$ cat src/rtl/vend_controller.sv
// Coin-to-product vending sequencer: credit accumulation, selection, dispense handshake, change payout.
// Optional idle-credit refund timer is compiled in with VEND_TIMEOUT_EN.
module vend_controller #(
   parameter int PRICE_A     = 3,
   parameter int PRICE_B     = 4,
   parameter int CREDIT_W    = 4,
   parameter int MAX_CREDIT  = 9,
   parameter int TIMEOUT_CYC = 255
) (
   input  logic                clk,
   input  logic                rst,
   input  logic                coin1,
   input  logic                coin2,
   input  logic                sel_a,
   input  logic                sel_b,
   input  logic                cancel,
   input  logic                disp_ack,
   input  logic                chg_ack,
   output logic                disp_req,
   output logic                disp_sel,
   output logic                chg1_req,
   output logic                chg2_req,
   output logic                coin_reject,
   output logic [CREDIT_W-1:0] credit,
   output logic                busy
);

   if (PRICE_A < 1 || PRICE_A > MAX_CREDIT || PRICE_B < 1 || PRICE_B > MAX_CREDIT ||
       MAX_CREDIT >= (1 << CREDIT_W) || TIMEOUT_CYC < 1) begin : g_param_err
      $error("vend_controller: illegal parameter combination");
   end

   typedef enum logic [1:0] {S_IDLE, S_CREDIT, S_VEND, S_CHANGE} state_t;

   state_t              state, state_nx;
   logic [CREDIT_W-1:0] credit_nx;
   logic                disp_req_nx, disp_sel_nx, chg1_nx, chg2_nx, reject_nx;
   logic                coin_any, coin_fit, timeout;
   logic [1:0]          coin_val;
   logic [CREDIT_W:0]   coin_sum;

   // One extra bit so the over-credit test can never be fooled by wraparound.
   assign coin_any = coin1 | coin2;
   assign coin_val = {coin2, coin1};
   assign coin_sum = {1'b0, credit} + (CREDIT_W+1)'(coin_val[1] ? (coin_val[0] ? 3 : 2) : (coin_val[0] ? 1 : 0));
   assign coin_fit = coin_sum <= (CREDIT_W+1)'(MAX_CREDIT);

   // Largest coin first: {chg2, chg1}.
   function automatic logic [1:0] chg_pick(input logic [CREDIT_W-1:0] c);
      return {c >= CREDIT_W'(2), c == CREDIT_W'(1)};
   endfunction

`ifdef VEND_TIMEOUT_EN
   localparam int TO_W = $clog2(TIMEOUT_CYC + 1);
   logic [TO_W-1:0] to_cnt;
   logic            coin_ok;

   assign coin_ok = coin_any && coin_fit;
   assign timeout = (to_cnt == TO_W'(TIMEOUT_CYC));

   always_ff @(posedge clk or negedge rst) begin
      if (!rst)
         to_cnt <= '0;
      else if (state != S_CREDIT || state_nx != S_CREDIT || coin_ok)
         to_cnt <= '0;
      else
         to_cnt <= to_cnt + TO_W'(1);
   end
`else
   assign timeout = 1'b0;
`endif

   always_comb begin
      state_nx    = state;
      credit_nx   = credit;
      disp_req_nx = disp_req;
      disp_sel_nx = disp_sel;
      chg1_nx     = chg1_req;
      chg2_nx     = chg2_req;
      reject_nx   = 1'b0;
      case (state)
         S_IDLE, S_CREDIT: begin
            // A coin pulse takes the cycle; selects and cancel alongside it are dropped.
            if (coin_any) begin
               if (coin_fit) begin
                  credit_nx = coin_sum[CREDIT_W-1:0];
                  state_nx  = S_CREDIT;
               end else begin
                  reject_nx = 1'b1;
               end
            end else if (state == S_CREDIT) begin
               if (cancel || timeout) begin
                  state_nx           = S_CHANGE;
                  {chg2_nx, chg1_nx} = chg_pick(credit);
               end else if (sel_a && credit >= CREDIT_W'(PRICE_A)) begin
                  credit_nx   = credit - CREDIT_W'(PRICE_A);
                  disp_req_nx = 1'b1;
                  disp_sel_nx = 1'b0;
                  state_nx    = S_VEND;
               end else if (sel_b && credit >= CREDIT_W'(PRICE_B)) begin
                  credit_nx   = credit - CREDIT_W'(PRICE_B);
                  disp_req_nx = 1'b1;
                  disp_sel_nx = 1'b1;
                  state_nx    = S_VEND;
               end
            end
         end
         S_VEND: begin
            reject_nx = coin_any;
            if (disp_ack) begin
               disp_req_nx = 1'b0;
               if (credit != '0) begin
                  state_nx           = S_CHANGE;
                  {chg2_nx, chg1_nx} = chg_pick(credit);
               end else begin
                  state_nx = S_IDLE;
               end
            end
         end
         S_CHANGE: begin
            reject_nx = coin_any;
            if (chg1_req || chg2_req) begin
               if (chg_ack) begin
                  chg1_nx   = 1'b0;
                  chg2_nx   = 1'b0;
                  credit_nx = credit - (chg2_req ? CREDIT_W'(2) : CREDIT_W'(1));
               end
            end else if (credit != '0) begin
               {chg2_nx, chg1_nx} = chg_pick(credit);
            end else begin
               state_nx = S_IDLE;
            end
         end
         default: state_nx = S_IDLE;
      endcase
   end

   always_ff @(posedge clk or negedge rst) begin
      if (!rst) begin
         state       <= S_IDLE;
         credit      <= '0;
         disp_req    <= 1'b0;
         disp_sel    <= 1'b0;
         chg1_req    <= 1'b0;
         chg2_req    <= 1'b0;
         coin_reject <= 1'b0;
         busy        <= 1'b0;
      end else begin
         state       <= state_nx;
         credit      <= credit_nx;
         disp_req    <= disp_req_nx;
         disp_sel    <= disp_sel_nx;
         chg1_req    <= chg1_nx;
         chg2_req    <= chg2_nx;
         coin_reject <= reject_nx;
         busy        <= (state_nx == S_VEND) || (state_nx == S_CHANGE);
      end
   end

endmodule

$ cat config.mk
export PLATFORM = sky130hd
export DESIGN_NAME = vend_controller
export DESIGN_NICKNAME = d
export VERILOG_FILES = /design/src/rtl/vend_controller.sv
export SDC_FILE = /design/constraint.sdc
export NUM_CORES = 1
export LEC_CHECK = 0
export CAP_MARGIN = 20
export CORE_MARGIN = 10
export CORE_UTILIZATION = 50
export DETAILED_ROUTE_END_ITERATION = 10
export PLACE_DENSITY_LB_ADDON = 0.3
export SLEW_MARGIN = 25
export SYNTH_ARGS = -nofsm -noshare
export SYNTH_HDL_FRONTEND = slang
export SYNTH_SLANG_ARGS = --single-unit
$ cat constraint.sdc
create_clock -name clk -period 6.16 [get_ports clk]
set_input_delay 1.232 -clock clk [delete_from_list [all_inputs] [get_ports clk]]
set_output_delay 1.232 -clock clk [all_outputs]
set_load 0.005 [all_outputs]
==> key figures, run 1 <==
Hold path
  – Hold depth: 1
  – Hold endpoint: disp_sel$_DFFE_PN0P_
  – Min-Delay Startpoint: disp_sel$_DFFE_PN0P_
  – HP Class: flip-flop to flip-flop

Floorplan
  – Die Span Y: 66.20 um
  – Rows: 16
  – Starting density of the core: 53.31%
  – Core region area: 2002 um^2
  – Die W: 66.20 um
  – IO Pins: 19
  – Total Die Area: 4382 um^2

Logic synthesis
  – Sequential area share after synthesis: 28.14%
  – Syn_nets: 148
  – Synth Register Bits: 12
  – Post-synth cell types: 40
  – Avg Inst Size Synth: 8.404 um^2
  – Synth Flop Type: dfrtp_1
  – Post-synth EDFFs: 0
  – Async S/R FF share, synth: 100.0%
  – Ys Warns: 0
  – Netlist Area Pre-Place: 1067 um^2
  – Cells after Synth: 127

Cells and area
  – Finished Layout Cells: 172
  – Most frequent cells in the layout: 18 x clkdlybuf4s50_1, 14 x nand2_1, 12 x dfrtp_1
  – Syn-to-layout area delta: 21.57%
  – Nets@finish: 167
  – N_diodes: 0
  – Most common cell after layout, fill and taps aside: clkdlybuf4s50_1
  – Fin util: 64.81%
  – Layout cells sized above 1: 6.207%

Setup path
  – CP Max Fanout: 4
  – Crit-path slowest cell: clkdlybuf4s50_1
  – Critical path startpoint category: input pin
  – Crit path capture type: flip-flop
  – Worst path top cell family by delay: adder cells
  – Critical Path RT: 6.34 ns
  – Worst R2R Start: credit[0]$_DFFE_PN0P_
  – WS Path Type: input pin to flip-flop
  – Crit path DAT: 3.41 ns
  – CP bufs+invs: 1
  – Reg-to-reg endpoint: state[0]$_DFF_PN0_
  – Cell breakdown of the critical path: clkdlybuf4s50_1, ha_1, fa_1, nor4bb_1, nor2_1, o21ai_1, a21oi_1, o31ai_2
  – CP peak stage delay: 0.52 ns
  – Reg2Reg Depth: 7
  – Reg2Reg Setup Slack: 3.86 ns

Global route
  – Vias in the first global route: 900
  – Gr usage total: 11.86%
  – Gr ovfl total: 0
  – First-pass GRT wire length: 4229 um
  – Initial antenna violation count: 0
  – Largest net degree at the start of global routing: 13

STA
  – Final setup TNS: 0 ns
  – Final setup skew: 0.006906 ns
  – Final Max Slew Viols: 0
  – Period minus WS final: 3.227 ns
  – Final setup viols: 0
  – Fmax: 0.3099 GHz
  – Fin. Hold Viols: 0
  – Slew @ Worst Pin: 0.5698 ns
  – Unrepaired setup endpoints after global routing: no
  – Part of the cycle the worst path needs: 52.38%
  – Slew headroom: 61.87%

Route
  – Iteration count of the initial detailed-routing pass: 4
  – Via count: 977
  – Initial DRC count: 52
  – Final ANT Viol Nets: 0
  – Total length of routed wires: 2459 um
  – # DRC: 0
  – Average wire per standard cell: 14.30 um
  – Vias per inst: 5.680

Clocking
  – Worst-case clock buffer depth: 2
  – Clock Sinks: 12
  – CTS H-tree depth: 1
  – CTS clk-pin slew, worst paths: 0.08 ns
  – Post-CTS setup buffers: 0
  – Clk_lat worst skew: 0.27 ns
  – Root buf cell: clkbuf_4
  – Post-CTS sizing: 0
  – CTS tree: yes
  – CTS Buf Count: 3
  – # hold bufs at CTS: 0

Placement
  – Global placer's final weighted congestion: 0.8598
  – DP HPWL: 1961 um
  – PortBufs: 18
  – Placed cells: 168

Job
  – Max_cap viols: 0

Pwr
  – Maximum VDD drop: 0.0002476 V
  – Pleak: 0.5657 nW
  – PwrDens: 526.3 nW/um^2

Outcome
  – Run status: completed
## worst max path at each step
| stage | from | end | slack (ns) | depth (start not counted) |
|---|---|---|---|---|
| finish | coin1 | state[0]$_DFF_PN0_ | 2.93 | 8 |
| floorplan | coin1 | credit[2]$_DFFE_PN0P_ | 3.34 | 7 |
| global placement | coin1 | credit[2]$_DFFE_PN0P_ | 2.78 | 8 |
| detailed placement | coin1 | state[0]$_DFF_PN0_ | 2.69 | 8 |
| global route | coin1 | state[0]$_DFF_PN0_ | 2.85 | 8 |
| CTS | coin1 | state[0]$_DFF_PN0_ | 2.97 | 8 |
## cell usage after synthesis (3+ instances only)
cell type / count / area, um^2
a211oi_1: 3 / 22.52
a21oi_1: 11 / 55.05
dfrtp_1: 12 / 300.3
ha_1: 10 / 125.1
inv_1: 9 / 33.78
mux2i_1: 4 / 40.04
nand2_1: 14 / 52.55
nor2_1: 10 / 37.54
nor3_1: 4 / 20.02
o211ai_1: 3 / 22.52
o21ai_0: 6 / 30.03
o21ai_1: 5 / 25.02
## registers in the layout, indices dropped and copies added (netlist names)
register and flops:
busy 1, disp_sel 1, credit 4, state 2, chg2_req 1, chg1_req 1
coin_reject 1, disp_req 1
## logic make-up (layout without fill, tap and decap cells)
kind of cell / after synthesis / after routing / synth area share, %
compound gates: 41 / 41 / 24.97
xor+xnor: 2 / 2 / 1.642
fa+ha+maj: 12 / 12 / 15.47
buf+inv: 13 / 31 / 5.041
flops: 12 / 12 / 28.14
mux: 5 / 5 / 4.807
simple gates: 42 / 42 / 19.93
## layout make-up
class                      instances  area, um^2
clock buffer                       4       36.28
fill                             174       704.4
inverter                           9       33.78
multi-input combinational        102       713.2
sequential                        12       300.3
tap                               27       33.78
timing repair buffer              18       180.2
## through the flow
step	cell area (um^2)	total power [mW]	hold slack, ns	worst slack, ns
6_report	1297	0.6829	0.4950	2.933
3_3_place_gp	1261	0.6091	0.4786	2.778
4_1_cts	1297	0.6848	0.4998	2.970
3_5_place_dp	1261	0.6201	0.4829	2.687
5_1_grt	1297	0.7567	0.5106	2.847
2_1_floorplan	1067	0.4817	0.4889	3.343
## metal layers
layer | part of all wire [%] | track usage [%]
met1 | 46 | 15.30
met2 | 46 | 18.54
met3 | 6.4 | 2.712
met4 | 0.77 | 4.450
met5 | 0 | 0
## power breakdown
group,leakage [nW],switching [mW],internal (mW)
registers,0.137,0.0700,0.116
logic,0.407,0.222,0.213
clock network,0.0210,0.0273,0.0359
total,0.566,0.319,0.364
No activity file was read; power rests on OpenSTA's default activity.
==> run 2: changes to the inputs <==
- CORE_UTILIZATION: 50 -> 47
- clock period: 6.16 -> 2.8 ns (I/O delays scaled with it)
==> key figures, run 2 (same netlist as run 1, synthesis figures left out) <==
Setup path
  – Reg2Reg Setup Slack: 0.49 ns
  – Worst R2R Start: credit[0]$_DFFE_PN0P_
  – Reg2Reg Depth: 7
  – Cell breakdown of the critical path: clkdlybuf4s50_1, ha_1, fa_1, nor4bb_1, nor2_1, o21ai_1, a21oi_1, o31ai_2
  – Critical Path RT: 3.00 ns
  – CP peak stage delay: 0.52 ns
  – Reg-to-reg endpoint: state[0]$_DFF_PN0_
  – CP Max Fanout: 4
  – Critical path startpoint category: input pin
  – Crit-path slowest cell: clkdlybuf4s50_1
  – Crit path DAT: 2.75 ns
  – WS Path Type: input pin to flip-flop
  – Crit path capture type: flip-flop

Placement
  – Post-DP Area: 1270 um^2
  – PortBufs: 18
  – Global placer's final weighted congestion: 0.9192
  – Placed cells: 170
  – DP HPWL: 2063 um

Clocking
  – CTS tree: yes
  – CTS Buf Count: 3
  – Worst-case clock buffer depth: 2
  – # hold bufs at CTS: 0
  – Clock Sinks: 12
  – CTS clk-pin slew, worst paths: 0.07 ns
  – Post-CTS setup buffers: 0
  – Post-CTS sizing: 0
  – CTS H-tree depth: 1
  – Clk_lat worst skew: 0.28 ns
  – Root buf cell: clkbuf_4

Global route
  – Vias in the first global route: 960
  – Gr usage total: 12.83%
  – Initial antenna violation count: 0
  – Gr ovfl total: 0
  – First-pass GRT wire length: 4602 um
  – Largest net degree at the start of global routing: 13

Job
  – Max_cap viols: 0

Route
  – # DRC: 0
  – Final ANT Viol Nets: 0
  – Average wire per standard cell: 15.01 um
  – Met1 wire length: 1097 um
  – Initial DRC count: 42
  – Total length of routed wires: 2612 um
  – WL met2: 1290 um
  – Met3 Wirelength: 198 um
  – Via count: 996
  – Vias per inst: 5.724
  – Top Layer Used: met4
  – Iteration count of the initial detailed-routing pass: 4

STA
  – Fmax: 0.3922 GHz
  – Final setup viols: 0
  – Final Max Slew Viols: 0
  – Unrepaired setup endpoints after global routing: no
  – Final setup TNS: 0 ns
  – Part of the cycle the worst path needs: 91.06%
  – Slew @ Worst Pin: 0.6091 ns
  – Period minus WS final: 2.550 ns
  – Worst hold slack: 0.5152 ns
  – Fin. Hold Viols: 0
  – Slew headroom: 59.24%
  – Final setup skew: 0.0005013 ns

Pwr
  – PwrDens: 1167 nW/um^2
  – Maximum VDD drop: 0.0006399 V
  – Pleak: 0.5705 nW
  – Overall Power: 1.525 mW

Cells and area
  – Top Registers: credit (4), state (2)
  – N_diodes: 0
  – Finished Cell Area: 1306 um^2
  – Syn-to-layout area delta: 22.39%
  – Most common cell after layout, fill and taps aside: clkdlybuf4s50_1
  – Nets@finish: 168
  – Max reg flops: 4
  – Register with the most flip-flops: credit
  – Most frequent cells in the layout: 18 x clkdlybuf4s50_1, 14 x nand2_1, 12 x dfrtp_1
  – Finished Layout Cells: 174
  – Layout cells sized above 1: 6.849%

Outcome
  – Run status: completed

Hold path
  – Min-Delay Startpoint: disp_sel$_DFFE_PN0P_
  – Hold depth: 1
  – Hold endpoint: disp_sel$_DFFE_PN0P_
  – HP Class: flip-flop to flip-flop

Floorplan
  – Total Die Area: 4577 um^2
  – Die W: 67.65 um
  – Die Span Y: 67.65 um
  – Core region area: 2191 um^2
  – Rows: 17
  – Starting density of the core: 48.72%
  – IO Pins: 19
[run 2: cell types whose count changed in the layout (fill, tap and decap cells not counted), sizes merged]
cell  delta
buf      +1
[run 2: area by class of cell]
cell class	instances	area, um^2
clock buffer	4	36.28
fill	219	884.6
inverter	9	33.78
multi-input combinational	102	713.2
sequential	12	300.3
tap	28	35.03
timing repair buffer	19	187.7
[run 2: where the power goes]
part           leakage, nW  internal, mW  switching [mW]
logic                0.412         0.478           0.516
clock network       0.0210        0.0793          0.0628
registers            0.137         0.255           0.135
[run 2: worst max-delay path by stage]
stage	startpoint	end	slack [ns]	depth (start not counted)
final	coin1	state[0]$_DFF_PN0_	0.25	8
after floorplan	coin1	credit[2]$_DFFE_PN0P_	0.65	7
after global routing	coin1	state[0]$_DFF_PN0_	0.11	8
after detailed placement	coin1	state[0]$_DFF_PN0_	-0.06	8
after CTS	coin1	state[0]$_DFF_PN0_	0.24	8
after global placement	coin1	state[0]$_DFF_PN0_	0.07	8
[run 2: per-layer routing]
layer | global-route usage (%) | up-vias
met5 | 0 | -
met4 | 3.077 | 0
met3 | 4.793 | 4
met2 | 21.13 | 27
met1 | 15.42 | 470
li1 | - | 495
[run 2: through the flow]
stage / util [%] / worst slack [ns]
2_1_floorplan: - / 0.6546
3_3_place_gp: 57.97 / 0.06670
3_5_place_dp: 57.97 / -0.05507
4_1_cts: 59.62 / 0.2361
5_1_grt: 59.62 / 0.1141
6_report: 59.62 / 0.2503
[run 2: critical path, delay by kind of cell]
kind / cells / cell delay (ns)
adder cells (fa/ha/maj): 2 / 0.70
buffers and inverters: 1 / 0.52
AND/OR/NAND/NOR: 2 / 0.50
AO/OA/AOI/OAI: 3 / 0.47
